**config.mk**
```make
export PLATFORM = sky130hd
export DESIGN_NAME = xy2_rx_multi
export DESIGN_NICKNAME = d
export VERILOG_FILES = /design/src/rtl/xy2_rx_multi.sv
export SDC_FILE = /design/constraint.sdc
export NUM_CORES = 1
export LEC_CHECK = 0
export ABC_CLOCK_PERIOD_IN_PS = 3500
export CORE_ASPECT_RATIO = 1.25
export CORE_UTILIZATION = 58
export CTS_BUF_LIST = sky130_fd_sc_hd__clkbuf_4
export DETAILED_ROUTE_END_ITERATION = 10
export PLACE_DENSITY = 0.82
export SLEW_MARGIN = 10
export SYNTH_ARGS = -nofsm -noshare
export SYNTH_HDL_FRONTEND = slang
export SYNTH_SLANG_ARGS = --single-unit
```
**constraint.sdc**
```tcl
create_clock -name clk_in -period 3.5 [get_ports clk_in]
set_clock_uncertainty 0.1 [all_clocks]
set_input_delay 0.525 -clock clk_in [delete_from_list [all_inputs] [get_ports clk_in]]
set_output_delay 0.525 -clock clk_in [all_outputs]
set_load 0.02 [all_outputs]
```
**src/rtl/xy2_rx_multi.sv**
```systemverilog
// XY2-100 / XY2-100-E multi-lane setpoint receiver: oversampled in the clk_in
// domain, per-channel 16/18-bit decode, parity/control/framing checks, link timeout.
module xy2_rx_multi #(
  parameter int          NCH         = 2,
  parameter int          SYNC_STAGES = 2,
  parameter int          TIMEOUT_CYC = 8200,
  parameter logic [17:0] POS_RST     = 18'h20000
) (
  input  logic                clk_in,
  input  logic                cnt_rstn,
  input  logic                xy_clk,
  input  logic                xy_sync,
  input  logic [NCH-1:0]      xy_data,
  input  logic                err_clr,
  output logic [NCH*18-1:0]   pos,
  output logic [NCH-1:0]      pos_valid,
  output logic [NCH-1:0]      mode18,
  output logic [NCH*16-1:0]   ch_err_cnt,
  output logic [15:0]         frame_err_cnt,
  output logic                link_ok,
  output logic                xy_status
);

  localparam int                IW      = NCH + 2;
  localparam int                TMO_W   = $clog2(TIMEOUT_CYC + 1);
  localparam logic [TMO_W-1:0]  TMO_MAX = TMO_W'(TIMEOUT_CYC);
  localparam logic [15:0]       CNT_MAX = 16'hFFFF;

  typedef enum logic [1:0] {
    IDLE  = 2'd0,
    DATA  = 2'd1,
    PAR   = 2'd2,
    CHECK = 2'd3
  } state_t;

  function automatic logic parity_ok(input logic [19:0] frame);
    return ~(^frame);
  endfunction

  // Bit 19 (first on the wire) set means an 18-bit frame; otherwise only 001 is legal.
  function automatic logic ctrl_ok(input logic [19:0] frame);
    return frame[19] | (frame[19:17] == 3'b001);
  endfunction

  function automatic logic [17:0] frame_pos(input logic [19:0] frame);
    return frame[19] ? frame[18:1] : {frame[16:1], 2'b00};
  endfunction

  function automatic logic [15:0] sat_inc(input logic [15:0] v);
    return (v == CNT_MAX) ? v : v + 16'd1;
  endfunction

  logic [IW-1:0]          sync_r [SYNC_STAGES];
  logic [1:0]             hist_r;
  logic [IW-1:0]          cur_s;
  logic                   clk_fall_s;
  logic                   sync_rise_s;
  logic                   sync_fall_s;
  logic [NCH-1:0]         data_s;

  state_t                 state_r, state_s;
  logic [4:0]             bit_cnt_r, bit_cnt_s;
  logic [NCH-1:0][19:0]   sr_r, sr_s;
  logic                   frame_err_s;
  logic                   check_s;
  logic [NCH-1:0]         ok_s;

  logic [NCH-1:0][17:0]   pos_r;
  logic [NCH-1:0]         pos_valid_r;
  logic [NCH-1:0]         mode18_r;
  logic [NCH-1:0][15:0]   ch_err_cnt_r;
  logic [15:0]            frame_err_cnt_r;
  logic [TMO_W-1:0]       tmo_cnt_r;
  logic                   link_ok_r;
  logic                   sticky_r;
  logic                   xy_status_r;

  assign cur_s       = sync_r[SYNC_STAGES-1];
  assign clk_fall_s  = hist_r[0] & ~cur_s[0];
  assign sync_rise_s = ~hist_r[1] & cur_s[1];
  assign sync_fall_s = hist_r[1] & ~cur_s[1];
  assign data_s      = cur_s[IW-1:2];

  // Input synchroniser chain plus history of clk/sync for edge detection.
  always_ff @(posedge clk_in or negedge cnt_rstn) begin
    if (!cnt_rstn) begin
      for (int k = 0; k < SYNC_STAGES; k++) sync_r[k] <= {IW{1'b0}};
      hist_r <= 2'b00;
    end else begin
      sync_r[0] <= {xy_data, xy_sync, xy_clk};
      for (int k = 1; k < SYNC_STAGES; k++) sync_r[k] <= sync_r[k-1];
      hist_r <= cur_s[1:0];
    end
  end

  // Frame FSM state, bit counter and per-lane shift registers.
  always_ff @(posedge clk_in or negedge cnt_rstn) begin
    if (!cnt_rstn) begin
      state_r   <= IDLE;
      bit_cnt_r <= 5'd0;
      sr_r      <= {(NCH*20){1'b0}};
    end else begin
      state_r   <= state_s;
      bit_cnt_r <= bit_cnt_s;
      sr_r      <= sr_s;
    end
  end

  // Next-state logic; a coincident clk fall is shifted before the sync-fall count check.
  always_comb begin
    state_s     = state_r;
    bit_cnt_s   = bit_cnt_r;
    sr_s        = sr_r;
    frame_err_s = 1'b0;
    case (state_r)
      IDLE: begin
        if (sync_rise_s) begin
          state_s   = DATA;
          bit_cnt_s = 5'd0;
          sr_s      = {(NCH*20){1'b0}};
        end else begin
          state_s = IDLE;
        end
      end
      DATA: begin
        if (sync_rise_s) begin
          frame_err_s = 1'b1;
          bit_cnt_s   = 5'd0;
          sr_s        = {(NCH*20){1'b0}};
        end else begin
          if (clk_fall_s) begin
            for (int i = 0; i < NCH; i++) sr_s[i] = {sr_r[i][18:0], data_s[i]};
            bit_cnt_s = bit_cnt_r + 5'd1;
          end else begin
            bit_cnt_s = bit_cnt_r;
          end
          if (sync_fall_s) begin
            if (bit_cnt_s == 5'd19) begin
              state_s = PAR;
            end else begin
              frame_err_s = 1'b1;
              state_s     = IDLE;
            end
          end else if (bit_cnt_s == 5'd20) begin
            frame_err_s = 1'b1;
            state_s     = IDLE;
          end else begin
            state_s = DATA;
          end
        end
      end
      PAR: begin
        if (sync_rise_s) begin
          frame_err_s = 1'b1;
          state_s     = DATA;
          bit_cnt_s   = 5'd0;
          sr_s        = {(NCH*20){1'b0}};
        end else if (clk_fall_s) begin
          for (int i = 0; i < NCH; i++) sr_s[i] = {sr_r[i][18:0], data_s[i]};
          state_s = CHECK;
        end else begin
          state_s = PAR;
        end
      end
      CHECK: state_s = IDLE;
      default: state_s = IDLE;
    endcase
  end

  // Per-channel frame validity, only meaningful in CHECK.
  always_comb begin
    check_s = (state_r == CHECK);
    ok_s    = {NCH{1'b0}};
    for (int i = 0; i < NCH; i++) ok_s[i] = parity_ok(sr_r[i]) & ctrl_ok(sr_r[i]);
  end

  // Position, mode and update strobe per channel.
  always_ff @(posedge clk_in or negedge cnt_rstn) begin
    if (!cnt_rstn) begin
      for (int i = 0; i < NCH; i++) pos_r[i] <= POS_RST;
      pos_valid_r <= {NCH{1'b0}};
      mode18_r    <= {NCH{1'b0}};
    end else begin
      for (int i = 0; i < NCH; i++) begin
        if (check_s && ok_s[i]) begin
          pos_r[i]       <= frame_pos(sr_r[i]);
          mode18_r[i]    <= sr_r[i][19];
          pos_valid_r[i] <= 1'b1;
        end else begin
          pos_valid_r[i] <= 1'b0;
        end
      end
    end
  end

  // Saturating error counters and sticky error; err_clr beats a same-cycle increment.
  always_ff @(posedge clk_in or negedge cnt_rstn) begin
    if (!cnt_rstn) begin
      ch_err_cnt_r    <= {(NCH*16){1'b0}};
      frame_err_cnt_r <= 16'd0;
      sticky_r        <= 1'b0;
    end else if (err_clr) begin
      ch_err_cnt_r    <= {(NCH*16){1'b0}};
      frame_err_cnt_r <= 16'd0;
      sticky_r        <= 1'b0;
    end else begin
      for (int i = 0; i < NCH; i++) begin
        if (check_s && !ok_s[i]) ch_err_cnt_r[i] <= sat_inc(ch_err_cnt_r[i]);
      end
      if (frame_err_s) frame_err_cnt_r <= sat_inc(frame_err_cnt_r);
      if (frame_err_s || (check_s && !(&ok_s))) sticky_r <= 1'b1;
    end
  end

  // Link supervision and host status.
  always_ff @(posedge clk_in or negedge cnt_rstn) begin
    if (!cnt_rstn) begin
      tmo_cnt_r   <= {TMO_W{1'b0}};
      link_ok_r   <= 1'b0;
      xy_status_r <= 1'b1;
    end else begin
      if (sync_rise_s) begin
        tmo_cnt_r <= {TMO_W{1'b0}};
      end else if (tmo_cnt_r != TMO_MAX) begin
        tmo_cnt_r <= tmo_cnt_r + TMO_W'(1);
      end
      if (tmo_cnt_r == TMO_MAX) begin
        link_ok_r <= 1'b0;
      end else if (check_s && (|ok_s)) begin
        link_ok_r <= 1'b1;
      end
      xy_status_r <= ~link_ok_r | sticky_r;
    end
  end

  assign pos           = pos_r;
  assign pos_valid     = pos_valid_r;
  assign mode18        = mode18_r;
  assign ch_err_cnt    = ch_err_cnt_r;
  assign frame_err_cnt = frame_err_cnt_r;
  assign link_ok       = link_ok_r;
  assign xy_status     = xy_status_r;

endmodule

```
# After elaboration in Yosys (flattened, before gate mapping)
# Index checks and enable logic that the tools add are counted.
# word_totals
register_bits	162
latch_bits	0
ram_bits	0
mem_bits_ro	0
input_bits	7
out_inout_bits	90
word_cells	129
n_memories	0
# classes
n_addsub	5
multipliers	0
div_mod_pow	0
magnitude_cmp	0
eq_ne	19
shifts	0
mux	42
bitwise	14
n_reduce_logical	30
# op_table
op	count
$mux W40	3
$mux W16	7
$pmux W40 S2	1
$add A16 B1 Y16 const B	3
$eq A16 B16 Y1 const B	3
$reduce_xor A20 Y1	2
$mux W18	2
$mux W32	1
$mux W14	2
$mux W5	5
$reduce_bool A2 Y1	8
$add A14 B1 Y14 const B	1
$eq A14 B14 Y1 const B	1
$mux W1	14
$ne A14 B14 Y1 const B	1
$eq A5 B5 Y1 const B	2
$ne A2 B2 Y1 const B	5
$pmux W5 S2	1
$reduce_and A2 Y1	5
$mux W2	4
$pmux W2 S4	1
$eq A3 B1 Y1 const B	2
$logic_and A1 B1 Y1	6
$not A1 Y1	6
other kinds (13)	24

# Longest topological paths before layout
# Gate-level depths: netlist of the first run.
# logic_depth
depth_word	13
ltp_mapped	10
mapped_depth_nobuf	8

# Worst setup path after synthesis of the first run
# Ideal clock, no wire load.
# synth_timing
path_kind	flip-flop to flip-flop
from	reg bit_cnt_r[0]
to	reg frame_err_cnt_r[12] (netlist: frame_err_cnt[12])
setup_time_ps	125
arrival_ps	2265
required_time_ps	3275
setup_slack_ps	1010
stages_incl_launch_ff	9
n_path_buf	0
period_less_slack_ps	2490
cell_sequence	dfrtp_1 > ha_1 > nand2_1 > or3_1 > a211oi_2 > a21o_2 > a41o_2 > nor4b_1 > mux2_2
# synth_via
elab_chain_len	11
elab_cells_between_ends	13
classes_between	add/sub: 1; eq/ne: 2; mux: 8; reduce/logical: 2
# synth_lines
element	line	source
start: declaration	62	logic [4:0] bit_cnt_r, bit_cnt_s;
start signal: assignment	104	bit_cnt_r <= bit_cnt_s;
$add A5 B1 Y5	133	bit_cnt_s = bit_cnt_r + 5'd1;
$mux W5 (*)	131	if (clk_fall_s) begin
$mux W5 (*)	126	if (sync_rise_s) begin
$mux W5 (*)	115	case (state_r)
$eq A5 B5 Y1, on equally long branches	144, 138	
$mux W1, on equally long branches	144, 138	
$mux W1 (*)	137	if (sync_fall_s) begin
$mux W1 (*)	126	
$pmux W1 S2 (*)	115	
$reduce_bool A2 Y1 (no line) (*)	-	
$reduce_and A2 Y1 (no line) (*)	-	
end signal: assignment	210	if (frame_err_s) frame_err_cnt_r <= sat_inc(frame_err_cnt_r);
end: declaration	72	logic [15:0] frame_err_cnt_r;
# Every way passes the cells marked *; elsewhere a longest branch is shown, timed or not. The select of a mux whose other input is x is not followed.
# A chain may end at the register's enable or synchronous reset.

# Final worst setup path of the first run
# layout_timing
from	reg bit_cnt_r[0]
to	reg frame_err_cnt_r[7] (netlist: frame_err_cnt[7])
# The elaborated chain is that of the path after synthesis.

==> results.json, run 1 <==
{
  "grt_pass1_wl_um": 29100,
  "path_buf_inv": 0,
  "grt_pass1_vias": 6093,
  "cts_tree": "built",
  "endpoint_kind": "flop",
  "die_w_um": 107,
  "cts_sinks": 162,
  "rows": 47,
  "crit_path_max_fanout": 24,
  "ys_warn_count": 0,
  "vias": 6406,
  "place_area_um2": 9130,
  "ioPinCount": 97,
  "min_period_over_period_pct": 78.4,
  "final_hold_viol_count": 0,
  "die_y_um": 134,
  "r2r_start": "bit_cnt_r[0]",
  "status": "finished clean",
  "setup_viol": 0,
  "p_per_area_nw_per_um2": 386,
  "rr_endpoint": "frame_err_cnt[7]",
  "p_leak_nw": 3.84,
  "synth-seq-area-share_pct": 50.6,
  "grt_start_max_net_pins": 97,
  "cp_cell_sequence": "ha_1 > nand2_1 > or3_1 > a211oi_2 > a21oi_1 > a21oi_2 > o21ai_0 > a21oi_1",
  "synth.cell_area_um2": 8030,
  "power_mw": 3.64,
  "wl_per_cell_um": 15.3,
  "nets": 939,
  "drive_gt1_share_pct": 7.59,
  "antenna_found_initial": 1,
  "peakVddDrop_mv": 0.223,
  "layout_min_cycle_time_ns": 2.74,
  "grt_setup_unrepaired": "false",
  "hold-worst-slack_ns": 0.262,
  "crit_top_cell": "a21oi_1",
  "cpMaxStageDelayCell": "a21oi_2",
  "wirelength_um": 16900,
  "cts_made_buffers": 17,
  "cts_root_buf": "clkbuf_4",
  "critPathKind": "reg -> reg",
  "io_buffers": 96,
  "max_slew_margin_pct": 41.9,
  "post_cts_resized": 0,
  "placed_cells": 1073,
  "stdcell_count": 1107,
  "ant_nets": 0,
  "fin_tns_setup_ns": 0,
  "min_from": "sync_r[5]",
  "track_usage_pct": 25.5,
  "htree_num_levels": 4,
  "syn_nets": 854,
  "first_pass_iters": 5,
  "synthCells": 837,
  "maxSlewViolCount": 0,
  "drcViolationCount": 0,
  "worstMarginPinSlew_ns": 0.872,
  "core-area_um2": 13300,
  "cp-start-kind": "flop",
  "ys_seq_elements": 162,
  "insertion_delay_ns": 0.56,
  "ys.flop_type": "dfrtp_1",
  "clk_pin_slew_ns": 0.12,
  "die_area_um2": 14300,
  "dpl.hpwl_um": 11600,
  "viasPerCell": 5.79,
  "drtIter0Drc": 364,
  "r2r_setup_slack_ns": 0.76,
  "initial_core_util_pct": 60.1,
  "endpoint": "frame_err_cnt[7]",
  "synth_area_per_cell_um2": 9.59,
  "fin_area_um2": 9430,
  "synth_cell_types": 59,
  "required_ns": 3.87,
  "reg2regPathDepth": 8,
  "place.gp.congestion": 0.826,
  "max_stage_delay_ns": 0.67,
  "synth-edff-count": 0,
  "grt_overflow": 0,
  "critPathArrivalTime_ns": 3.12,
  "synthArstFlopShare_pct": 100,
  "maxCapViolCount": 0,
  "crit_start": "bit_cnt_r[0]",
  "crit_family": "compound AO/OA/AOI/OAI gates",
  "clockBufferDepth": 2,
  "syn_to_final_growth_pct": 17.5,
  "worst-path-stages": 8,
  "fmax_mhz": 364,
  "min_path_type": "reg -> reg"
}
==> cells in the mapped netlist (all sizes together) (10+ instances only) <==
library cell	instances	area, µm²
dfrtp	159	3980
xnor2	36	357
mux2i	35	350
nand4	14	87.6
xor2	13	114
nand3	25	125
inv	29	109
o21ai	84	420
a21oi	62	325
buf	10	58.8
o31ai	11	87.6
and3	19	119
clkbuf	33	124
or3	21	131
nor2	58	218
nand2	127	477
ha	10	125
==> cells in the final DEF (no fill, tap or decap), types with 3 or more instances in the layout <==
cell	count
dfrtp_1	159
nand2_1	127
clkdlybuf4s50_1	94
o21ai_0	81
a21oi_1	60
nor2_1	58
mux2i_1	35
xnor2_1	32
inv_1	29
nand3_1	25
clkbuf_4	23
or3_1	21
and3_1	19
nand4_1	14
xor2_1	13
buf_4	11
o31ai_1	10
ha_1	10
mux2_2	9
or4_1	9
nor2b_1	8
a21o_1	6
nand3b_1	5
clkinv_1	5
o31a_1	4
o22ai_1	3
a22o_1	3
nor4b_1	3
and2_1	3
xnor2_2	3
nand2b_1	3
o21a_1	3
nor4_1	3
bufinv_16	3
dfstp_2	3
==> state kept, by name, indices dropped and copies added (netlist names) <==
register / flops
bit_cnt_r: 5
ch_err_cnt: 32
cur_s: 4
frame_err_cnt: 16
hist_r: 2
link_ok: 1
mode18: 2
pos: 36
pos_valid: 2
sr_r: 40
state_r: 2
sticky_r: 1
sync_r: 4
tmo_cnt_r: 14
xy_status: 1
==> what timing repair did <==
| action | in CTS | in global routing |
|---|---|---|
| hold buffers | 1 | 0 |
| buffers inserted | 0 | 0 |
| endpoints found under the hold margin | 92 | 0 |
==> final cells by class <==
class | instances | area, µm²
Clock buffer | 23 | 173
Clock inverter | 9 | 114
Inverter | 29 | 109
Fill cell | 1038 | 3920
Multi-Input combinational cell | 603 | 3690
Tap cell | 171 | 214
Sequential cell | 162 | 4060
Timing Repair Buffer | 109 | 1070
Antenna cell | 1 | 2.50
==> cells by family after synthesis <==
kind of cell	Yosys count	synth area share, %
compound gates	191	14.0
fa+ha+maj	10	1.56
xor+xnor	51	6.44
buf+inv	72	3.63
mux	44	5.63
flops	162	50.6
simple gates	307	18.2
==> routing by layer <==
metal	vias to the layer above	GRT usage, %	wire length [µm]
met5	-	0	0
met4	0	11.2	472
met3	39	4.79	660
met2	152	40.9	8500
met1	3145	34.0	7300
li1	3070	-	-
==> worst min path at each step <==
stage	slack [ns]	cells after the start	endpoint
6_report	0.26	0	cur_s[1]
5_1_grt	0.25	1	sync_r[6]
4_1_cts	0.26	1	sync_r[6]
3_5_place_dp	0.24	0	cur_s[0]
3_3_place_gp	0.23	0	cur_s[2]
2_1_floorplan	0.13	0	bit_cnt_r[0]
==> power breakdown <==
group          switching, mW  total (mW)  internal (mW)
combinational          0.347       0.519          0.172
clock                  0.608        1.14          0.531
sequential            0.0604        1.98           1.92
total                   1.02        3.64           2.62
==> stage by stage <==
step	util [%]	worst slack, ns
2_1_floorplan	-	1.01
3_3_place_gp	68.4	0.861
3_5_place_dp	68.4	0.783
4_1_cts	70.6	0.756
5_1_grt	70.7	0.515
6_report	70.7	0.755
==> worst reg2reg max path, delay by kind of cell (launching register included) <==
family	cells	cell delay, ns
compound gates	5	1.49
flops	1	0.46
simple gates	2	0.40
fa+ha+maj	1	0.21
Note: power is estimated with default switching activity, not from simulation.
==> run 2, diff against run 1 <==
Settings changed: ABC_CLOCK_PERIOD_IN_PS 3500 to 2500, CORE_UTILIZATION 58 to 52, PLACE_DENSITY 0.82 to 0.77.
Clock period 3.5 ns to 2.5 ns, I/O delays scaled along.
==> run 2 against run 1 <==
  * The flow now finishes with violations (setup timing)
  * Worst setup slack worse by 0.76 ns
  * Global-route usage shrank 2.4 points
  * First-iteration DRC count grew 13%
  * Flip-flop and latch count did not move
  * Total power is 39% higher
  * Utilization is 2.2 points lower
  * Clock power increased by 25%
  * Sequential share of layout area decreased by 3.5 points
  * Register-to-register slack got worse by 0.76 ns
  * Via count grew 4.3%
  * Design area grew 8.9%
  * Critical path type unchanged
==> results.json, run 2 (synthesized netlist as in run 1, its figures left out) <==
{
  "status": "complete, but fails checks",
  "violations": "setup timing",
  "die_area_um2": 15900,
  "crit_start": "sr_r[18]",
  "stdcell_count": 1179,
  "wirelength_um": 18700,
  "wl_per_cell_um": 15.9,
  "p_per_area_nw_per_um2": 493,
  "viasPerCell": 5.67,
  "layout_min_cycle_time_ns": 2.51,
  "cp_cell_sequence": "xnor2_2 > xnor2_2 > xnor3_1 > xnor2_2 > buf_6 > o21bai_2 > or4_1 > a21oi_1",
  "drive_gt1_share_pct": 18.7,
  "setup_viol": 1,
  "max_slew_margin_pct": 37.7,
  "htree_num_levels": 4,
  "first_pass_iters": 5,
  "final_hold_viol_count": 0,
  "path_buf_inv": 1,
  "place.gp.congestion": 0.806,
  "ioPinCount": 97,
  "r2r_setup_slack_ns": -0.006,
  "power_mw": 5.07,
  "endpoint": "ch_err_cnt[10]",
  "insertion_delay_ns": 0.58,
  "min_period_over_period_pct": 100,
  "reg2regPathDepth": 8,
  "cp-start-kind": "flop",
  "vias": 6684,
  "p_leak_nw": 4.21,
  "worst-path-stages": 8,
  "syn_to_final_growth_pct": 28.0,
  "endpoint_kind": "flop",
  "min_path_type": "in -> async",
  "nets": 1001,
  "core-area_um2": 15000,
  "final_cell_mix": "dfrtp_1 (158), nand2_1 (127), clkdlybuf4s50_1 (94)",
  "cts_tree": "built",
  "worstMarginPinSlew_ns": 0.935,
  "required_ns": 2.90,
  "drtIter0Drc": 412,
  "initial_core_util_pct": 53.5,
  "grt_overflow": 0,
  "largest-register": "sr_r",
  "die_y_um": 141,
  "grt_pass1_wl_um": 29300,
  "cpMaxStageDelayCell": "or4_1",
  "largest_reg_flops": 40,
  "peakVddDrop_mv": 0.319,
  "dp_slack_ns": -0.0811,
  "drcViolationCount": 0,
  "fmax_mhz": 399,
  "critPathKind": "reg -> reg",
  "maxCapViolCount": 0,
  "cts_root_buf": "clkbuf_4",
  "grt_setup_unrepaired": "true",
  "critPathArrivalTime_ns": 2.91,
  "clockBufferDepth": 2,
  "r2r_start": "sr_r[18]",
  "track_usage_pct": 23.1,
  "ant_nets": 0,
  "antenna_found_initial": 1,
  "crit_path_max_fanout": 6,
  "grt_pass1_vias": 6175,
  "placed_cells": 1133,
  "dpl.hpwl_um": 12200,
  "io_buffers": 96,
  "final_common_cell": "dfrtp_1",
  "crit_family": "XOR/XNOR gates",
  "rr_endpoint": "ch_err_cnt[10]",
  "final_util_pct": 68.4,
  "clk_pin_slew_ns": 0.14,
  "grt_start_max_net_pins": 81,
  "maxSlewViolCount": 0,
  "cts_sinks": 162,
  "die_w_um": 113,
  "rows": 50,
  "crit_top_cell": "xnor2_2",
  "max_stage_delay_ns": 0.46,
  "cts_made_buffers": 17,
  "setup_slack_ns": -0.00603
}
==> run 2: cell count changes in the layout (fill, tap and decap cells not counted), sizes merged <==
cell and change:
bufinv -2, clkinv +1, clkinvlp +3, buf +58
o21bai +2, clkbuf -1
==> run 2: per-stage QoR <==
stage / instance area (µm²) / TNS [ns] / hold WS (ns)
CTS: 9830 / -0.0505 / 0.0974
detailed placement: 9550 / -0.483 / 0.220
finish: 10300 / -0.00603 / 0.135
global route: 10300 / -1.62 / 0.107
global placement: 9550 / -0.0640 / 0.219
floorplan: 8030 / 0 / -0.0206
==> run 2: power breakdown <==
group	leakage (nW)	switching [mW]	internal, mW	total (mW)
clock network	0.132	0.908	0.511	1.42
registers	2.22	0.0696	2.69	2.76
logic	1.86	0.553	0.337	0.890
total	4.21	1.53	3.54	5.07
==> run 2: worst min path at each step <==
stage | from | to | slack (ns) | cells past startpoint
final | cnt_rstn | frame_err_cnt[3] | 0.14 | 2
after global routing | xy_data[0] | sync_r[6] | 0.11 | 1
after CTS | xy_data[0] | sync_r[6] | 0.1 | 1
after detailed placement | cnt_rstn | frame_err_cnt[3] | 0.22 | 1
after global placement | cnt_rstn | frame_err_cnt[3] | 0.22 | 1
after floorplan | cnt_rstn | bit_cnt_r[0] | -0.02 | 0
==> run 2: per-layer routing <==
layer	part of all wire, %	vias up	GRT usage [%]	wire, µm
met2	52	138	39.9	9780
met4	2.2	0	9.70	405
met1	42	3299	28.4	7840
met3	3.5	33	4.34	663
met5	0	-	0	0
li1	-	3214	-	-
==> run 2: worst register-to-register path: stages, from the launching register on <==
cell      delay [ns]
dfrtp_1         0.43
xnor2_2         0.21
xnor2_2         0.15
xnor3_1         0.46
xnor2_2         0.21
buf_6           0.16
o21bai_2        0.11
or4_1           0.46
a21oi_1         0.16
==> run 2: timing repair <==
item                                    CTS  global route
gates resized for setup                   3            72
endpoints found under the hold margin   101             0
setup buffers                             0             8
endpoints found under the setup margin   33            56
cloned                                    0             6
pin swaps                                 2            25
hold buffers                              1             0
==> run 2: layout make-up <==
| class | instances | area, µm² |
|---|---|---|
| multi-input combinational | 605 | 3990 |
| clock inverter | 11 | 93.8 |
| clock buffer | 20 | 150 |
| antenna | 1 | 2.50 |
| inverter | 29 | 109 |
| sequential | 162 | 4060 |
| fill | 1149 | 4740 |
| timing repair buffer | 169 | 1640 |
| tap | 182 | 228 |
==> run 3, diff against run 2 <==
Settings changed: CORE_UTILIZATION 52 to 40, CTS_BUF_LIST sky130_fd_sc_hd__clkbuf_4 to default, PLACE_DENSITY 0.77 to 0.62.
==> run 3 against run 2 <==
  * The flow now finishes without violations
  * Hold slack improved by 0.12 ns
  * Combinational power is 2.6% lower
  * Sequential power barely moved
  * Count of clock-buffer cells in the layout unchanged
  * Routed wire length fell by 3.8%
  * Via count fell by 4.8%
  * Critical path depth did not move
  * Utilization down 15 points
  * Sequential share of layout area fell by 0.62 points
  * Non-clock buffer count decreased by 9
  * Largest cell class unchanged
==> results.json, run 3 (synthesized netlist as in run 1, its figures left out) <==
{
  "pwr-share-comb_pct": 13.5,
  "grt_start_max_net_pins": 81,
  "drtIter0Drc": 295,
  "min_period_over_period_pct": 98.0,
  "multi_input_area_um2": 3790,
  "viasPerCell": 5.10,
  "peakVddDrop_mv": 0.552,
  "wirelength_um": 18000,
  "power.internal_mw": 4.78,
  "grt_overflow": 0,
  "ioPinCount": 97,
  "clockBufferDepth": 2,
  "min_to": "cur_s[3]",
  "cts_sinks": 162,
  "wl_met3_um": 580,
  "grt_setup_unrepaired": "true",
  "crit_family": "XOR/XNOR gates",
  "rr_endpoint": "ch_err_cnt[8]",
  "required_ns": 2.75,
  "insertion_delay_ns": 0.42,
  "die_w_um": 129,
  "grt_pass1_vias": 6042,
  "p_sw_mw": 1.65,
  "p_per_area_nw_per_um2": 616,
  "pwr-share-clk_pct": 43.6,
  "drcViolationCount": 0,
  "min_path_type": "reg -> reg",
  "antennaDiodeCount": 0,
  "clk_pin_slew_ns": 0.06,
  "crit_path_max_fanout": 24,
  "seqPwrFrac_pct": 42.9,
  "first_pass_iters": 4,
  "critPathKind": "reg -> reg",
  "r2r_setup_slack_ns": 0.05,
  "die_y_um": 160,
  "cp-start-kind": "flop",
  "highest_layer": "met4",
  "initial_core_util_pct": 41.1,
  "endpoint_kind": "flop",
  "wl_per_cell_um": 14.4,
  "power_mw": 6.43,
  "antenna_found_initial": 0,
  "seqCellArea_um2": 4060,
  "vias": 6360,
  "final_common_cell": "dfrtp_1",
  "maxSlewViolCount": 0,
  "grt_pass1_wl_um": 30100,
  "htree_num_levels": 4,
  "status": "finished clean",
  "track_usage_pct": 18.4,
  "final_cell_mix": "dfrtp_1 (158), nand2_1 (127), clkdlybuf4s50_1 (94)",
  "final_util_pct": 53.4,
  "io_buffers": 96,
  "reg2regPathDepth": 8,
  "min_from": "sync_r[7]",
  "p_leak_nw": 4.29,
  "maxCapViolCount": 0,
  "swShare_pct": 25.6,
  "cts_made_buffers": 17,
  "wl_met2_um": 8910,
  "hold-path-cell-count": 0,
  "placed_cells": 1214,
  "rows": 57,
  "drt-met1-wl_um": 8160,
  "cts_root_buf": "clkbuf_16",
  "stdcell_count": 1248,
  "critPathArrivalTime_ns": 2.70,
  "setup_viol": 0,
  "syn_to_final_growth_pct": 30.1,
  "cts_tree": "built",
  "fmax_mhz": 408,
  "nets": 990,
  "drive_gt1_share_pct": 14.0,
  "die_area_um2": 20600,
  "max_stage_delay_ns": 0.47,
  "place.gp.congestion": 0.780,
  "ant_nets": 0,
  "cp_cell_sequence": "xor2_1 > xnor2_1 > xnor3_1 > xnor2_2 > o21bai_2 > buf_12 > or4_1 > a21oi_1",
  "worstMarginPinSlew_ns": 0.669,
  "cpMaxStageDelayCell": "or4_1",
  "max_slew_margin_pct": 55.4,
  "largest-register": "sr_r",
  "layout_min_cycle_time_ns": 2.45,
  "final_hold_viol_count": 0,
  "nFillCells": 1818,
  "r2r_start": "sr_r[1]",
  "path_buf_inv": 1,
  "dpl.hpwl_um": 12500,
  "core-area_um2": 19500,
  "largest_reg_flops": 40
}
[run 3: cell types whose count changed in the layout (fill, tap and decap cells not counted), moves of 6 or more]
| cell | previous run | this run |
|---|---|---|
| nor2_2 | 8 | 0 |
| a21oi_1 | 47 | 56 |
| clkbuf_16 | 2 | 17 |
| clkbuf_4 | 20 | 0 |
| buf_6 | 7 | 1 |
| nor2_1 | 46 | 58 |
| a21oi_2 | 14 | 4 |
| o31ai_1 | 4 | 10 |
[run 3: stage by stage]
step	TNS (ns)	hold slack (ns)	worst slack, ns	area [µm²]
6_report	0	0.250	0.0488	10400
5_1_grt	-0.369	0.262	-0.111	10400
4_1_cts	0	0.253	0.000759	10300
3_5_place_dp	-0.0117	0.235	-0.0117	9680
3_3_place_gp	0	0.235	0.0515	9680
2_1_floorplan	0	-0.0206	0.0102	8030
[run 3: what timing repair did]
item,CTS,global route
endpoints found under the hold margin,54,0
pin swaps,0,13
setup buffers,0,4
setup endpoints to repair,5,43
gates resized for setup,3,16
hold buffers,1,0
[run 3: area by class of cell]
type                    instances  share of cell area [%]
multi-input cells             603                    36.3
clock inverters                 9                    1.76
flip-flops and latches        162                    38.9
clock buffers                  20                    4.18
inverters                      29                    1.04
well taps                     265                    3.18
repair buffers                160                    14.6
[run 3: layer usage]
layer  GRT usage (%)  vias to the layer above
met3            3.73                       21
met1            23.5                     3064
li1                -                     3181
met2            30.3                       94
met5               0                        -
met4            7.17                        0
[run 3: worst max-delay path by stage]
| stage | slack (ns) | cells past startpoint | endpoint | start |
|---|---|---|---|---|
| after floorplan | 0.01 | 8 | frame_err_cnt[12] | bit_cnt_r[0] |
| after global placement | 0.05 | 8 | ch_err_cnt[8] | sr_r[1] |
| after detailed placement | -0.01 | 8 | ch_err_cnt[9] | sr_r[1] |
| after CTS | 0.0008 | 8 | ch_err_cnt[9] | sr_r[1] |
| after global routing | -0.11 | 8 | ch_err_cnt[8] | sr_r[2] |
| final | 0.05 | 8 | ch_err_cnt[8] | sr_r[1] |
[run 3: power by group through the flow]
stage                     Clock, mW  Combinational, mW  Sequential (mW)
after floorplan                   0              0.544             2.81
after global placement            0              0.848             2.81
after detailed placement          0              0.855             2.80
after CTS                      2.87              0.862             2.76
after global routing           2.99              0.963             2.77
final                          2.80              0.867             2.76
